===== config.mk =====
export PLATFORM = sky130hd
export DESIGN_NAME = seq_pattern_tx
export DESIGN_NICKNAME = d
export VERILOG_FILES = /design/src/rtl/seq_pkg.sv /design/src/rtl/seq_shreg.sv /design/src/rtl/seq_pattern_tx.sv
export SDC_FILE = /design/constraint.sdc
export NUM_CORES = 1
export LEC_CHECK = 0
export BUFFER_PORTS_ARGS = -buffer_cell sky130_fd_sc_hd__buf_2
export CAP_MARGIN = 5
export CORE_MARGIN = 2
export CORE_UTILIZATION = 59
export DETAILED_ROUTE_END_ITERATION = 8
export GPL_ROUTABILITY_DRIVEN = 1
export PLACE_DENSITY = 0.92
export RECOVER_POWER = 50
export SYNTH_ARGS = -nofsm -noshare
export SYNTH_HDL_FRONTEND = slang
export SYNTH_SLANG_ARGS = --single-unit

===== constraint.sdc =====
create_clock -name clk -period 2.92 [get_ports clk]
set_input_delay 0.438 -clock clk [delete_from_list [all_inputs] [get_ports clk]]
set_output_delay 0.438 -clock clk [all_outputs]
set_load 0.005 [all_outputs]

===== src/rtl/seq_pkg.sv =====
// Shared types and constants for the serial pattern transmitter.
// The GAP state is only reachable when SEQ_TX_GAP_EN is defined.
package seq_pkg;

    typedef enum logic [1:0] {
        IDLE,
        SHIFT,
        GAP,
        DONE
    } seq_state_t;

    localparam int PAT_W_DEFAULT = 4;
    localparam int CNT_W_DEFAULT = 4;
    localparam int GAP_CYCLES    = 1;

endpackage


===== src/rtl/seq_shreg.sv =====
// Loadable MSB-first shift register with a count of bits still to be sent.
// Zeros shift in, so the register is all-zero once every bit has gone out.
module seq_shreg
    import seq_pkg::*;
#(
    parameter int PAT_W = PAT_W_DEFAULT,
    parameter int BL_W  = $clog2(PAT_W + 1)
) (
    input  logic             clk,
    input  logic             rst_n,
    input  logic             load,
    input  logic             shift,
    input  logic [PAT_W-1:0] data,
    output logic             msb,
    output logic [BL_W-1:0]  bits_left
);

    logic [PAT_W-1:0] sr;

    // Load wins over shift so a back-to-back reload never loses the first bit.
    always_ff @(posedge clk) begin
        if (!rst_n) begin
            sr        <= '0;
            bits_left <= '0;
        end else if (load) begin
            sr        <= data;
            bits_left <= BL_W'(PAT_W);
        end else if (shift) begin
            sr        <= {sr[PAT_W-2:0], 1'b0};
            bits_left <= bits_left - BL_W'(1);
        end
    end

    assign msb = sr[PAT_W-1];

endmodule


===== src/rtl/seq_pattern_tx.sv =====
// Serializes a latched pattern MSB first, repeat_cnt+1 times, then pulses done.
// Define SEQ_TX_GAP_EN to insert one idle GAP cycle between repetitions.
module seq_pattern_tx
    import seq_pkg::*;
#(
    parameter int PAT_W = PAT_W_DEFAULT,
    parameter int CNT_W = CNT_W_DEFAULT
) (
    input  logic             clk,
    input  logic             rst_n,
    input  logic             start,
    input  logic [PAT_W-1:0] pattern,
    input  logic [CNT_W-1:0] repeat_cnt,
    output logic             w,
    output logic             w_valid,
    output logic             busy,
    output logic             done
);

    localparam int BL_W = $clog2(PAT_W + 1);

    seq_state_t       state;
    seq_state_t       state_next;
    logic [PAT_W-1:0] pat_q;
    logic [PAT_W-1:0] pat_next;
    logic [CNT_W-1:0] rem_q;
    logic [CNT_W-1:0] rem_next;
    logic             load;
    logic             shift;
    logic [PAT_W-1:0] load_data;
    logic [BL_W-1:0]  bits_left;

    // w comes straight from the shift register flop, which is cleared by
    // shifting out the final bit, so it is already 0 outside SHIFT.
    seq_shreg #(
        .PAT_W (PAT_W),
        .BL_W  (BL_W)
    ) u_shreg (
        .clk       (clk),
        .rst_n     (rst_n),
        .load      (load),
        .shift     (shift),
        .data      (load_data),
        .msb       (w),
        .bits_left (bits_left)
    );

    always_comb begin
        state_next = state;
        pat_next   = pat_q;
        rem_next   = rem_q;
        load       = 1'b0;
        shift      = 1'b0;
        load_data  = pat_q;
        unique case (state)
            IDLE: begin
                if (start) begin
                    load       = 1'b1;
                    load_data  = pattern;
                    pat_next   = pattern;
                    rem_next   = repeat_cnt;
                    state_next = SHIFT;
                end
            end
            SHIFT: begin
                if (bits_left == BL_W'(1)) begin
                    if (rem_q != '0) begin
                        rem_next = rem_q - CNT_W'(1);
`ifdef SEQ_TX_GAP_EN
                        shift      = 1'b1;
                        state_next = GAP;
`else
                        load = 1'b1;
`endif
                    end else begin
                        shift      = 1'b1;
                        state_next = DONE;
                    end
                end else begin
                    shift = 1'b1;
                end
            end
            // GAP_CYCLES is 1, so the reload happens on the only GAP cycle.
            GAP: begin
                load       = 1'b1;
                state_next = SHIFT;
            end
            DONE: begin
                state_next = IDLE;
            end
            default: begin
                state_next = IDLE;
            end
        endcase
    end

    // Status outputs are registered from the next state so they line up with w.
    always_ff @(posedge clk) begin
        if (!rst_n) begin
            state   <= IDLE;
            pat_q   <= '0;
            rem_q   <= '0;
            w_valid <= 1'b0;
            busy    <= 1'b0;
            done    <= 1'b0;
        end else begin
            state   <= state_next;
            pat_q   <= pat_next;
            rem_q   <= rem_next;
            w_valid <= (state_next == SHIFT);
            busy    <= (state_next == SHIFT) || (state_next == GAP);
            done    <= (state_next == DONE);
        end
    end

endmodule


# After elaboration in Yosys (flattened, before gate mapping)
# Index checks and enable logic that the tools add are counted.
# Widths: inputs -> output; s select.
[word_totals] register_bits=20 in_bits=11 output_inout_bits=4 word_cells=50
[op_classes] addsub=2 eq_ne=10 n_mux=21 n_bitwise=1 n_reduce_logical=7
[ops] op="$mux 4" n=7
[ops] op="$eq 2x2->1 const B" n=4
[ops] op="$pmux 2 s4" n=1
[ops] op="$pmux 4 s2" n=1
[ops] op="$mux 1" n=6
[ops] op="$mux 2" n=3
[ops] op="$mux 3" n=2
[ops] op="$ne 2x2->1 const B" n=3
[ops] op="$eq 2x1->1 const B" n=2
[ops] op="$reduce_and 4->1" n=1
[ops] op="$reduce_bool 2->1" n=2
[ops] op="$reduce_bool 4->1" n=1
[ops] op="$sub 4x1->4 const B" n=1
[ops] op="$eq 3x1->1 const B" n=1
[ops] op="$pmux 1 s3" n=1
[ops] op="$sub 3x1->3 const B" n=1
[ops] op="$logic_not 2->1" n=1
[ops] op="$reduce_or 2->1" n=1
[ops] op="$logic_or 1x1->1" n=1
[ops] op="$not 1->1" n=1

# Depth between registers and ports, before layout
[depth] word_depth=6 mapped_depth=9 depth_no_buf=8

# By module
# A second synthesis with hierarchy kept.
[unflattened] cells_unflattened=112 area_unflattened_um2=1059.8
[modules_own_cells] mod="seq_pattern_tx" n_inst=1 cells_each=80 area_per_inst_um2=723.2 seq_area_each_um2=260.2
[modules_own_cells] mod="seq_shreg" n_inst=1 cells_each=32 area_per_inst_um2=336.6 seq_area_each_um2=140.1

# Least setup slack after synthesis
# Ideal clock, no wire load.
[synth_path] path_type="flip-flop to flip-flop" from="reg rem_q[0]" to="reg w_valid" setup_time_ps=115 t_arrival_ps=1711 t_required_ps=2805 setup_slack_ps=1095 path_stages_with_launch=8 n_path_buf=0 synth_period_minus_slack_ps=1825 cell_sequence="dfxtp_1 -> inv_1 -> ha_1 -> or3b_4 -> o41ai_1 -> inv_1 -> ha_1 -> and2_1"
[synth_between] elab_chain_cells=5
[synth_lines] element="start: declaration" line="seq_pattern_tx.sv:26" rtl="logic [CNT_W-1:0] rem_q;"
[synth_lines] element="start signal: assignment" line="seq_pattern_tx.sv:109" rtl="rem_q <= rem_next;"
[synth_lines] element="$reduce_bool 4->1" line="seq_pattern_tx.sv:67" rtl="if (rem_q != '0) begin"
[synth_lines] element="$mux 2" line="seq_pattern_tx.sv:67"
[synth_lines] element="$mux 2" line="seq_pattern_tx.sv:66" rtl="if (bits_left == BL_W'(1)) begin"
[synth_lines] element="$pmux 2 s4" line="seq_pattern_tx.sv:55" rtl="unique case (state)"
[synth_lines] element="$eq 2x1->1" line="seq_pattern_tx.sv:110" rtl="w_valid <= (state_next == SHIFT);"
[synth_lines] element="end signal: assignment" line="seq_pattern_tx.sv:110"
[synth_lines] element="end: declaration" line="seq_pattern_tx.sv:15" rtl="output logic w_valid,"
# No other way between the ends.
# A chain may end at the register's enable or synchronous reset.

# Worst setup path after layout
[layout_path] from="reg state[1]" to="reg u_shreg.bits_left[1]"
[layout_between] elab_chain_cells=3 word_cells_on_any_way=6 cone_classes="2 x eq/ne; 2 x mux; 2 x reduce/logical"
[layout_lines] element="start: declaration" line="seq_pattern_tx.sv:22" rtl="seq_state_t state;"
[layout_lines] element="start signal: assignment" line="seq_pattern_tx.sv:107" rtl="state <= state_next;"
[layout_lines] element="$eq 2x2->1 (tied with other cells)" line="seq_pattern_tx.sv:55"
[layout_lines] element="$pmux 1 s3" line="seq_pattern_tx.sv:55"
[layout_lines] element="$reduce_or 2->1 (no line)"
[layout_lines] element="end signal: assignment" line="seq_shreg.sv:27" rtl="bits_left <= BL_W'(PAT_W);"
[layout_lines] element="end signal: assignment" line="seq_shreg.sv:30" rtl="bits_left <= bits_left - BL_W'(1);"
[layout_lines] element="end: declaration" line="seq_shreg.sv:15" rtl="output logic [BL_W-1:0] bits_left"
# Parallel ways exist; a longest one is shown, timed or not.

==> metrics.sh <==
RUN_STATUS='completed'
FIRST_GLOBAL_VIAS=780
INITIAL_UTILIZATION_PCT=62.1
N_FILL_CELL=140
HOLD_CLASS='register to register'
HOLD_BUFFERS=0
FLOORPLAN.DIE.WIDTH_UM=46.2
GRT_MAX_DEGREE=17
VDD_IR_DROP_MAX_V=0.000500
TRITONCTS_CLOCK_TREE='yes'
CTS.REPAIR_TIMING.SETUP_BUFFER_COUNT=0
DRT_DRC_VIOLATIONS_LEFT=0
DRT_PRE_ANTENNA_ITERS=4
POWER_TOTAL_W=0.000748
FIN_AREA_SQ_UM=1150
NUM_ANTENNA_CELLS=0
HOLD_VIOL=0
DRT-INITIAL-DRC-COUNT=18
AREA.GROWTH.SYNTH_TO_FINAL_PCT=10.1
LAYOUT.AREA.SEQ_SQ_UM=400
REPORT.FINAL.SETUP_VIOL=0
YOSYS_WARNINGS=0
FINCLKSKEW_NS=0.00132
FINAL_MAX_SLEW_VIOL_COUNT=0
ANTENNA_VIOLATING_NETS_POST_ROUTE=0
RR_WORST_DEPTH=6
TIMING.RR.END='u_shreg.bits_left[1]'
FLOORPLAN.DIE_AREA_SQ_UM=2130
CRITICAL_PATH.ENDPOINT_TYPE='register'
WIRELENGTH_MM=1.95
CTS_BUFFERS=3
GRTUSAGETOTAL_PCT=21.3
INSERTION_DELAY_NS=0.30
AREA_USED_BY_MULTI_INPUT_COMBINATIONAL_LOGIC_SQ_UM=573
PLACE.DETAILED.HPWL_MM=1.49
SYNTH_AREA_SQ_UM=1050
ROWS=15
FIN_NETS=147
POST_DRT_WL_PER_CELL_UM=13.6
ANTENNA_FOUND_INITIAL=0
POWER_DENSITY_nW_PER_UM2=647
WORST_EP_REQUIRED_TIME_NS=3.14
FLOORPLAN.CORE_AREA_SQ_UM=1690
CP_DATA_ARRIVAL_TIME_NS=2.40
FF_LATCH_COUNT_SYNTH=20
RSZ0062_AT_GRT='false'
FINAL_MIN_PERIOD_OVER_CLOCK_PERIOD_PCT=74.7
TOTAL_LEAKAGE_POWER_nW=0.505
POSTSYNTHNETCOUNT=131
CAP_VIOL_MAX_COUNT=0
GLOBALPLACE.CONGESTION=0.779
TIMING_WORST_SLEW_PIN_VALUE_NS=0.725
R2R_SETUP_SLACK_NS=0.74
NUMBER_OF_TOP_LEVEL_PINS=15
CLK_PATH_BUF_DEPTH=2
POST_SYNTH_NUM_CELL_TYPES=33
WORSTPATHMAXFANOUT=13
PERIOD_NEEDED_NS=2.18
SLEW_HEADROOM_PCT=51.5
BUFFER_PORTS.INSERTED=14
CTS-HTREE-LEVELS=1
POST_SYNTHESIS_MEAN_INSTANCE_AREA_SQ_UM=9.45
CTS-ROOT-BUF='sky130_fd_sc_hd__clkbuf_4'
WHS_PATH_DEPTH=2
HOLD_START='rem_q[1]'
PRE_CTS_WS_NS=0.803
WIRE_LENGTH_OF_THE_FIRST_GLOBAL_ROUTING_PASS_MM=3.24
ENDPOINT_OF_THE_WORST_HOLD_TIMING_PATH='rem_q[1]'
SYN_INST=111
AVGVIACOUNTPERCELL=5.99
WORSTSETUPSTARTPOINTTYPE='register'
GLOBALROUTEOVERFLOWTOTAL=0
CTS.SINK_COUNT=20
DETAILED_PLACE.AREA_SQ_UM=1120
SETUP.WORST_PATH.CLASS='register to register'
POSTCTSRESIZEDCELLS=0
MAXCLOCKFREQUENCY_GHz=0.458
TIMING.SETUP.TNS_NS=0
SYNTH_SEQ_AREA_SHARE_PCT=38.2
POSTLAYOUTSETUPSLACKWORST_NS=0.739
ROUTE.VIAS.TOTAL=857
CTS.REPORTEDPATHS.CLKPINSLEW_NS=0.11
FINAL_LAYOUT_SIZE_SUFFIX_GT1_SHARE_PCT=19.0
WORSTREG2REGSTART='state[1]'
FLOORPLAN.DIE.HEIGHT_UM=46.2
## worst max path at each step
stage	from	end	slack (ns)	cells after the start
after detailed placement	state[1]	busy	0.80	7
after CTS	state[1]	busy	0.78	7
final	state[1]	u_shreg.bits_left[1]	0.74	6
after global placement	state[1]	w_valid	0.89	7
after global routing	state[1]	u_shreg.bits_left[1]	0.47	6
after floorplan	rem_q[0]	w_valid	1.09	7
## layout by cell type (no fill, tap or decap), types with 2 or more instances in the layout
cell type	Yosys	layout
sky130_fd_sc_hd__o21ai_0	6	6
sky130_fd_sc_hd__nand2_1	7	7
sky130_fd_sc_hd__nor3_1	2	2
sky130_fd_sc_hd__clkbuf_1	1	2
sky130_fd_sc_hd__clkbuf_4	0	3
sky130_fd_sc_hd__ha_1	9	9
sky130_fd_sc_hd__mux2_2	4	3
sky130_fd_sc_hd__a211oi_1	2	2
sky130_fd_sc_hd__a21oi_1	12	12
sky130_fd_sc_hd__mux2i_1	3	3
sky130_fd_sc_hd__and2_1	7	6
sky130_fd_sc_hd__o32ai_1	2	2
sky130_fd_sc_hd__inv_1	11	11
sky130_fd_sc_hd__nor2_1	5	5
sky130_fd_sc_hd__buf_2	1	11
sky130_fd_sc_hd__dfxtp_1	20	20
sky130_fd_sc_hd__nor2b_1	2	2
## worst max-delay path, cell delays in order, from the launching register on
cell and delay (ns):
sky130_fd_sc_hd__dfxtp_1 0.40, sky130_fd_sc_hd__inv_1 0.10, sky130_fd_sc_hd__ha_1 0.33, sky130_fd_sc_hd__and4bb_2 0.28, sky130_fd_sc_hd__a2bb2oi_1 0.59, sky130_fd_sc_hd__nand2_1 0.16
sky130_fd_sc_hd__a211oi_1 0.23
## power breakdown
group	switching, W	internal (W)
Combinational	0.000107	0.0000927
Sequential	0.0000198	0.000304
Clock	0.0000853	0.000139
Total	0.000212	0.000536
## flip-flops by register name (all words and copies together) (netlist names)
signal,cells
state,2
done,1
u_shreg.bits_left,3
pat_q,4
rem_q,4
w_valid,1
busy,1
u_shreg.sr,4
## area by class of cell
| cell class | instances | share of cell area (%) |
|---|---|---|
| Clock buffer | 3 | 1.95 |
| Clock inverter | 1 | 2.60 |
| Inverter | 11 | 3.58 |
| Multi-Input combinational cell | 77 | 49.6 |
| Sequential cell | 20 | 34.7 |
| Tap cell | 17 | 1.84 |
| Timing Repair Buffer | 14 | 5.74 |
## per-stage QoR
step | hold WS (ns) | cells | util, %
global route | 0.470 | 143 | 68.4
detailed placement | 0.465 | 139 | 66.5
global placement | 0.463 | 139 | 66.5
finish | 0.478 | 143 | 68.4
floorplan | 0.448 | 111 | -
CTS | 0.474 | 143 | 69.6
## logic make-up after synthesis
family	Yosys count	synth area share, %
and+or+nand+nor	30	17.7
DFF	20	38.2
muxes	7	7.16
buffers and inverters	14	5.49
AOI/OAI and AO/OA	30	19.9
adders and majority gates	9	10.7
xor gates and xnor gates	1	0.835
## cells in the mapped netlist (all sizes together)
master | count | area, sq um
a221o | 1 | 10.0
nand2b | 2 | 22.5
mux2i | 3 | 30.0
clkbuf | 1 | 3.75
xnor2 | 1 | 8.76
nor2b | 2 | 12.5
o32ai | 2 | 17.5
ha | 9 | 113
or3b | 1 | 11.3
inv | 11 | 41.3
dfxtp | 20 | 400
nor3 | 2 | 10.0
nand2 | 7 | 26.3
a2bb2oi | 1 | 26.3
a211oi | 2 | 15.0
or3 | 1 | 6.26
mux2 | 4 | 45.0
a211o | 1 | 8.76
buf | 2 | 12.5
a21o | 2 | 16.3
and2 | 7 | 43.8
o41ai | 1 | 8.76
a21oi | 13 | 68.8
o21ai | 6 | 30.0
o21bai | 1 | 7.51
nor2 | 5 | 18.8
nand4b | 1 | 8.76
and4bb | 2 | 25.0
## routing by layer
metal | up-vias | share of wire, % | global-route usage (%)
met1 | 406 | 43 | 24.0
met4 | 0 | 3.0 | 8.57
met3 | 12 | 3.3 | 4.31
met5 | - | 0 | 0
met2 | 21 | 51 | 38.6
li1 | 418 | - | -
Note: power is estimated with default switching activity, not from simulation.
